**src/rtl/hazard_forward_unit.sv**
```systemverilog
// Load-use hazard and operand-forwarding control for the integer pipeline.
// Optional stall/flush counters: define HAZARD_UNIT_STATS_EN.
module hazard_forward_unit (
  input  logic        clk,
  input  logic        reset,
  input  logic        id_valid,
  input  logic [4:0]  id_rs1,
  input  logic [4:0]  id_rs2,
  input  logic        id_rs1_used,
  input  logic        id_rs2_used,
  input  logic [4:0]  id_rd,
  input  logic        id_rd_we,
  input  logic        id_is_load,
  input  logic        flush,
  output logic [1:0]  fwd_a_sel,
  output logic [1:0]  fwd_b_sel,
  output logic        ctrl_nop_sel,
  output logic        pc_we,
  output logic        ifid_we,
  output logic [15:0] stall_cnt,
  output logic [15:0] flush_cnt
);

  typedef struct packed {
    logic       v;
    logic [4:0] rd;
    logic       we;
    logic       ld;
  } ent_t;

  ent_t ex_q, mem_q, wb_q, ex_d;

  logic a_ex, a_mem, a_wb;
  logic b_ex, b_mem, b_wb;
  logic stall, eff_stall;
  logic unused_ld;

  function automatic logic hit(
    input ent_t       e,
    input logic [4:0] rs,
    input logic       used
  );
    return used && (rs != 5'd0) && e.v && e.we && (e.rd == rs);
  endfunction

  assign a_ex  = hit(ex_q,  id_rs1, id_rs1_used);
  assign a_mem = hit(mem_q, id_rs1, id_rs1_used);
  assign a_wb  = hit(wb_q,  id_rs1, id_rs1_used);
  assign b_ex  = hit(ex_q,  id_rs2, id_rs2_used);
  assign b_mem = hit(mem_q, id_rs2, id_rs2_used);
  assign b_wb  = hit(wb_q,  id_rs2, id_rs2_used);

  assign stall     = id_valid & ex_q.ld & (a_ex | b_ex);
  assign eff_stall = stall & ~flush;

  assign ctrl_nop_sel = eff_stall | flush | ~id_valid;
  assign pc_we        = ~eff_stall;
  assign ifid_we      = ~eff_stall;

  // Load flag only matters while the producer sits in EX.
  assign unused_ld = mem_q.ld ^ wb_q.ld;

  always_comb begin
    fwd_a_sel = 2'b00;
    fwd_b_sel = 2'b00;
    if (!stall) begin
      if (a_ex)       fwd_a_sel = 2'b01;
      else if (a_mem) fwd_a_sel = 2'b10;
      else if (a_wb)  fwd_a_sel = 2'b11;
      if (b_ex)       fwd_b_sel = 2'b01;
      else if (b_mem) fwd_b_sel = 2'b10;
      else if (b_wb)  fwd_b_sel = 2'b11;
    end
  end

  always_comb begin
    ex_d = '0;
    if (!(eff_stall | flush)) begin
      ex_d.v  = id_valid;
      ex_d.rd = id_rd;
      ex_d.we = id_rd_we;
      ex_d.ld = id_is_load;
    end
  end

  always_ff @(posedge clk or posedge reset) begin
    if (reset) begin
      ex_q  <= '0;
      mem_q <= '0;
      wb_q  <= '0;
    end else begin
      ex_q  <= ex_d;
      mem_q <= ex_q;
      wb_q  <= mem_q;
    end
  end

`ifdef HAZARD_UNIT_STATS_EN
  logic [15:0] stall_q, flush_q;

  always_ff @(posedge clk or posedge reset) begin
    if (reset) begin
      stall_q <= '0;
      flush_q <= '0;
    end else begin
      if (eff_stall && stall_q != 16'hFFFF)
        stall_q <= stall_q + 16'd1;
      if (flush && flush_q != 16'hFFFF)
        flush_q <= flush_q + 16'd1;
    end
  end

  assign stall_cnt = stall_q;
  assign flush_cnt = flush_q;
`else
  assign stall_cnt = 16'd0;
  assign flush_cnt = 16'd0;
`endif

endmodule

```
**config.mk**
```make
export PLATFORM = sky130hd
export DESIGN_NAME = hazard_forward_unit
export DESIGN_NICKNAME = d
export VERILOG_FILES = /design/src/rtl/hazard_forward_unit.sv
export SDC_FILE = /design/constraint.sdc
export NUM_CORES = 1
export LEC_CHECK = 0
export ABC_AREA = 0
export CAP_MARGIN = 25
export CELL_PAD_IN_SITES_DETAIL_PLACEMENT = 1
export CELL_PAD_IN_SITES_GLOBAL_PLACEMENT = 2
export CORE_UTILIZATION = 26
export DETAILED_ROUTE_END_ITERATION = 10
export HOLD_SLACK_MARGIN = 0.12
export PLACE_DENSITY_LB_ADDON = 0.15
export SLEW_MARGIN = 40
export SYNTH_ARGS = -nofsm -noshare
export SYNTH_HDL_FRONTEND = slang
export SYNTH_SLANG_ARGS = --single-unit
```
**constraint.sdc**
```tcl
create_clock -name clk -period 6.44 [get_ports clk]
set_input_delay 0.966 -clock clk [delete_from_list [all_inputs] [get_ports clk]]
set_output_delay 0.966 -clock clk [all_outputs]
set_load 0.01 [all_outputs]
```
==> results_dict.tcl, run 1 <==
set metrics [dict create \
    final_layout_size_suffix_gt1_share_pct 7.55 \
    synth.top_cells.by_count "33 x buf_4, 24 x xnor2_1, 22 x dfrtp_1" \
    pin_count 62 \
    async_reset_ff_share_pct 100 \
    cts_buffer_depth 2 \
    initial_core_util_pct 27.1 \
    numPortBuffers 29 \
    antenna_cells 0 \
    powerDensity_nw_per_um2 178 \
    cp.arrival_ns 3.53 \
    worstHoldStart "ex_q[1]" \
    fmax_ghz 0.223 \
    core_area_um2 5110 \
    hold_violations 0 \
    p_leak_uw 0.000679 \
    vdd_drop_max_uv 76.7 \
    n_fill_cell 598 \
    die_w_um 74.9 \
    synth_top_area_share_pct 39.8 \
    fp.dieH_um 74.9 \
    tns_ns 0 \
    grt-ovfl-total 0 \
    setup_viol 0 \
    h-tree-depth 1 \
    fp-row-count 26 \
    synth_enable_flop_cells 0 \
    crit_slowest_cell "or4_1" \
    p_total_uw 294 \
    crit_path_max_incr_delay_ns 0.66 \
    drv_slew 0 \
    gp_congestion 0.741 \
    critPathLaunchType "primary input" \
    hp-class "reg2reg" \
    synth_seq_cells 22 \
    first_global_vias 975 \
    r2r_setup_slack_ns 4.42 \
    min_period_ns 4.49 \
    nets 184 \
    synth_top_flop_cell "dfrtp_1" \
    rsz0062_at_grt "no" \
    period_share_pct 69.7 \
    cts-buffers-inserted 3 \
    synth.distinct_cells 26 \
    ant_nets 0 \
    max_cap_violations 0 \
    synthTopCellsByArea "dfrtp_1 40%, buf_4 18%, xnor2_1 15%" \
    grt_pass1_wl_mm 4.76 \
    drtIter0Drc 39 \
    viasPerCell 4.02 \
    mappedNetlistArea_um2 1380 \
    postCtsHoldBufs 0 \
    cp-end-kind "primary output" \
    cts-resized-gates 0 \
    min_to "mem_q[1]" \
    antenna_found_initial 0 \
    rr_startpoint "ex_q[6]" \
    reg2regPathDepth 5 \
    drtPass1Iterations 2 \
    path_clk_slew_ns 0.08 \
    grt_max_degree 23 \
    yosysMostFrequentCell "buf_4" \
    drcViolationCount 0 \
    drt_wl_total_mm 3.06 \
    worstPathCellList "clkdlybuf4s50_1 > xnor2_1 > nand4_1 > or4_1 > a21oi_4 > a21oi_1 > clkdlybuf4s50_1" \
    path_class "in2out" \
    r2r-end "ex_q[2]" \
    clk_latency_ns 0.26 \
    cts_root_buf "clkbuf_8" \
    synthToLayoutAreaGrowth_pct 19.4 \
    whs_path_depth 0 \
    synth_seq_area_share_pct 39.8 \
    grt_use_total_pct 11.8 \
    ys_warn_count 0 \
    critPathBufInv 2 \
    vias 920 \
    post_cts_buffers 0 \
    syn_inst 132 \
    synth_area_per_cell_um2 10.5 \
    dp.final_hpwl_mm 2.50 \
    cpLargestDelayFamily "buffers and inverters" \
    clock_sinks 22 \
    cpMostUsedCell "clkdlybuf4s50_1" \
    dieArea_um2 5610 \
    clock_skew_ns 0.00224 \
    required_ns 5.47 \
    yosys.area.top_type "dfrtp_1" \
    cts_tree "built" \
    outcome "finished clean" \
    worstPathMaxFanout 10 \
    detail_route.wl_per_cell_um 13.3 \
]
-- sequential cells by signal (all words and copies together), names as in the netlist --
register / cells
wb_q: 7
mem_q: 7
ex_q: 8
-- metrics by stage --
stage	hold slack, ns	cells	worst slack, ns	area (µm²)	utilization, %
floorplan	0.354	163	3.12	1500	-
global placement	0.362	226	1.94	1610	31.5
detailed placement	0.365	226	1.93	1610	31.5
CTS	0.384	229	1.93	1650	32.3
global route	0.395	229	1.86	1650	32.3
finish	0.385	229	1.95	1650	32.3
-- how the worst max path moves through the flow --
stage	slack [ns]	from	depth (start not counted)	to
floorplan	3.12	id_rs1[0]	7	pc_we
CTS	1.93	id_rs2[0]	7	pc_we
detailed placement	1.93	id_rs2[0]	7	fwd_a_sel[0]
finish	1.95	id_rs2[0]	7	fwd_a_sel[0]
global route	1.86	id_rs2[0]	7	pc_we
global placement	1.94	id_rs2[0]	7	fwd_a_sel[0]
-- layout by cell type, fill, tap and decap left out, drive strengths merged --
master / count
a211o: 1
a211oi: 1
a21oi: 3
clkbuf: 3
clkdlybuf4s50: 29
conb: 32
dfrtp: 22
inv: 2
nand2: 6
nand2b: 3
nand4: 6
nor2: 2
nor3b: 7
nor4: 3
o211a: 1
o21ai: 3
or4: 5
xnor2: 24
xor2: 6
-- power by group --
| part | switching [µW] | internal (µW) | total (µW) |
|---|---|---|---|
| Sequential | 6.52 | 145 | 152 |
| Clock | 45.2 | 41.8 | 87.0 |
| Combinational | 28.2 | 27.0 | 55.2 |
| Total | 79.9 | 214 | 294 |
-- layout make-up --
type / count / area (µm²) / share of cell area, %
clock buffer: 3 / 41.3 / 2.50
tap: 70 / 87.6 / 5.31
timing repair buffer: 29 / 290 / 17.6
multi-input combinational: 103 / 673 / 40.8
sequential: 22 / 551 / 33.4
inverter: 2 / 7.51 / 0.455
-- worst register-to-register path, cell delays in order (launching register included) --
cell and delay, ns:
dfrtp_1 0.42, xnor2_1 0.17, nand4_1 0.13, or4_1 0.67, a21oi_4 0.38, nor3b_1 0.11
-- routing by layer --
layer	vias to the layer above	share of wire [%]	GRT usage, %
li1	434	-	-
met4	0	2.3	5.66
met5	-	0	0
met2	40	49	19.4
met3	7	5.0	2.41
met1	439	44	14.7
-- kinds of logic after synthesis --
logic type	Yosys count	share of synthesized area, %
other	1	0.271
AND/OR/NAND/NOR	32	15.6
flip-flops	22	39.8
XOR/XNOR	30	19.0
buffers and inverters	38	19.9
AO/OA/AOI/OAI	9	5.43
No activity file was read; power rests on OpenSTA's default activity.
==> inputs of run 2 (changes only) <==
CORE_UTILIZATION = 24   (was 26)
clock period = 4.48 ns   (was 6.44 ns; I/O delays follow)
==> results_dict.tcl, run 2 (synthesis gave the netlist of run 1 again) <==
set metrics [dict create \
    max_cap_violations 0 \
    initial_core_util_pct 25.0 \
    n_fill_cell 641 \
    multiInputGateArea_um2 673 \
    clk_latency_ns 0.26 \
    synthToLayoutAreaGrowth_pct 19.5 \
    worstPathMaxFanout 10 \
    final_layout_size_suffix_gt1_share_pct 7.55 \
    dieArea_um2 6070 \
    clock_sinks 22 \
    drtPass1Iterations 4 \
    powerDensity_nw_per_um2 253 \
    ant_nets 0 \
    crit_path_max_incr_delay_ns 0.65 \
    layout.cells.non_filler 231 \
    cts-resized-gates 0 \
    grt_max_degree 23 \
    first_global_vias 986 \
    cp.arrival_ns 3.19 \
    place_inst 228 \
    drt_wl_total_mm 2.98 \
    antenna_cells 0 \
    vdd_drop_max_uv 89.4 \
    hp-class "reg2reg" \
    post_cts_buffers 0 \
    largest_reg_flops 8 \
    setup_viol 0 \
    vias 910 \
    drv_slew 0 \
    cts-buffers-inserted 3 \
    grt_use_total_pct 10.6 \
    pin_count 62 \
    required_ns 3.81 \
    critPathLaunchType "primary input" \
    min_period_ns 3.86 \
    nets 184 \
    drcViolationCount 0 \
    outcome "finished clean" \
    r2r_setup_slack_ns 2.52 \
    viasPerCell 3.94 \
    h-tree-depth 1 \
    grt-ovfl-total 0 \
    clock_skew_ns 0.00312 \
    path_class "in2out" \
    p_leak_uw 0.000679 \
    dp.final_hpwl_mm 2.45 \
    rr_startpoint "ex_q[6]" \
    detail_route.wl_per_cell_um 12.9 \
    seqCellArea_um2 551 \
    rsz0062_at_grt "no" \
    layout_commonest_cell "conb_1" \
    worstPathCellList "clkdlybuf4s50_1 > xnor2_1 > nand4_1 > or4_1 > a21oi_4 > a21oi_1 > clkdlybuf4s50_1" \
    r2r-end "ex_q[2]" \
    cpMostUsedCell "clkdlybuf4s50_1" \
    cts_buffer_depth 2 \
    final_cell_mix "32 x conb_1, 29 x clkdlybuf4s50_1, 24 x xnor2_1" \
    cts_tree "built" \
    tns_ns 0 \
    top_register "ex_q" \
    whs_path_depth 0 \
    min_to "wb_q[1]" \
    worstHoldStart "mem_q[1]" \
    cts_root_buf "clkbuf_8" \
    core_area_um2 5540 \
    gp_congestion 0.813 \
    fp-row-count 27 \
    cp-end-kind "primary output" \
    path_clk_slew_ns 0.08 \
    antenna_found_initial 0 \
    fmax_ghz 0.259 \
    fp.dieH_um 77.9 \
    postCtsHoldBufs 0 \
    reg_top3 "ex_q: 8 flops, mem_q: 7 flops, wb_q: 7 flops" \
    grt_pass1_wl_mm 4.84 \
    fin_util_pct 29.8 \
    numPortBuffers 29 \
    period_share_pct 86.2 \
    reg2regPathDepth 5 \
    hold_violations 0 \
    die_w_um 77.9 \
    crit_slowest_cell "or4_1" \
    drtIter0Drc 26 \
]
==> run 2: metrics by stage <==
step / setup slack [ns] / hold slack (ns) / instance area, µm² / total power (µW)
floorplan: 1.75 / 0.354 / 1500 / 286
global placement: 0.625 / 0.359 / 1610 / 301
detailed placement: 0.591 / 0.361 / 1610 / 302
CTS: 0.587 / 0.379 / 1650 / 425
global route: 0.492 / 0.397 / 1650 / 443
finish: 0.619 / 0.377 / 1650 / 418
==> run 2: area by class of cell <==
class,instances,share of cell area (%)
Multi-Input combinational cell,103,40.7
Clock buffer,3,2.50
Tap cell,72,5.45
Timing Repair Buffer,29,17.6
Sequential cell,22,33.3
Inverter,2,0.454
==> run 2: worst max-delay path by stage <==
stage	from	endpoint	slack, ns	depth (start not counted)
final	id_rs2[0]	fwd_b_sel[0]	0.62	7
after global routing	id_rs2[0]	fwd_b_sel[0]	0.49	7
after CTS	id_rs2[0]	fwd_a_sel[0]	0.59	7
after detailed placement	id_rs2[0]	fwd_a_sel[0]	0.59	7
after global placement	id_rs2[0]	fwd_b_sel[0]	0.63	7
after floorplan	id_rs1[0]	pc_we	1.75	7
==> run 2: layer usage <==
layer  global-route usage [%]  vias to the layer above  routed length [µm]
met5                        0                        -                   0
met2                     18.4                       41                1490
met3                     1.41                        7                 160
met4                     5.93                        0                  90
li1                         -                      426                   -
met1                     12.4                      436                1240
==> run 2: report_power, final <==
group	total (µW)	switching, µW	internal [µW]
Combinational	79.3	40.5	38.8
Sequential	217	8.80	209
Clock	122	61.5	60.1
==> run 2: worst max-delay path, delay by kind of cell <==
family	cells	cell delay, ns
xor gates and xnor gates	1	0.16
buffers and inverters	2	1.11
AOI/OAI and AO/OA	2	0.46
and+or+nand+nor	2	0.77
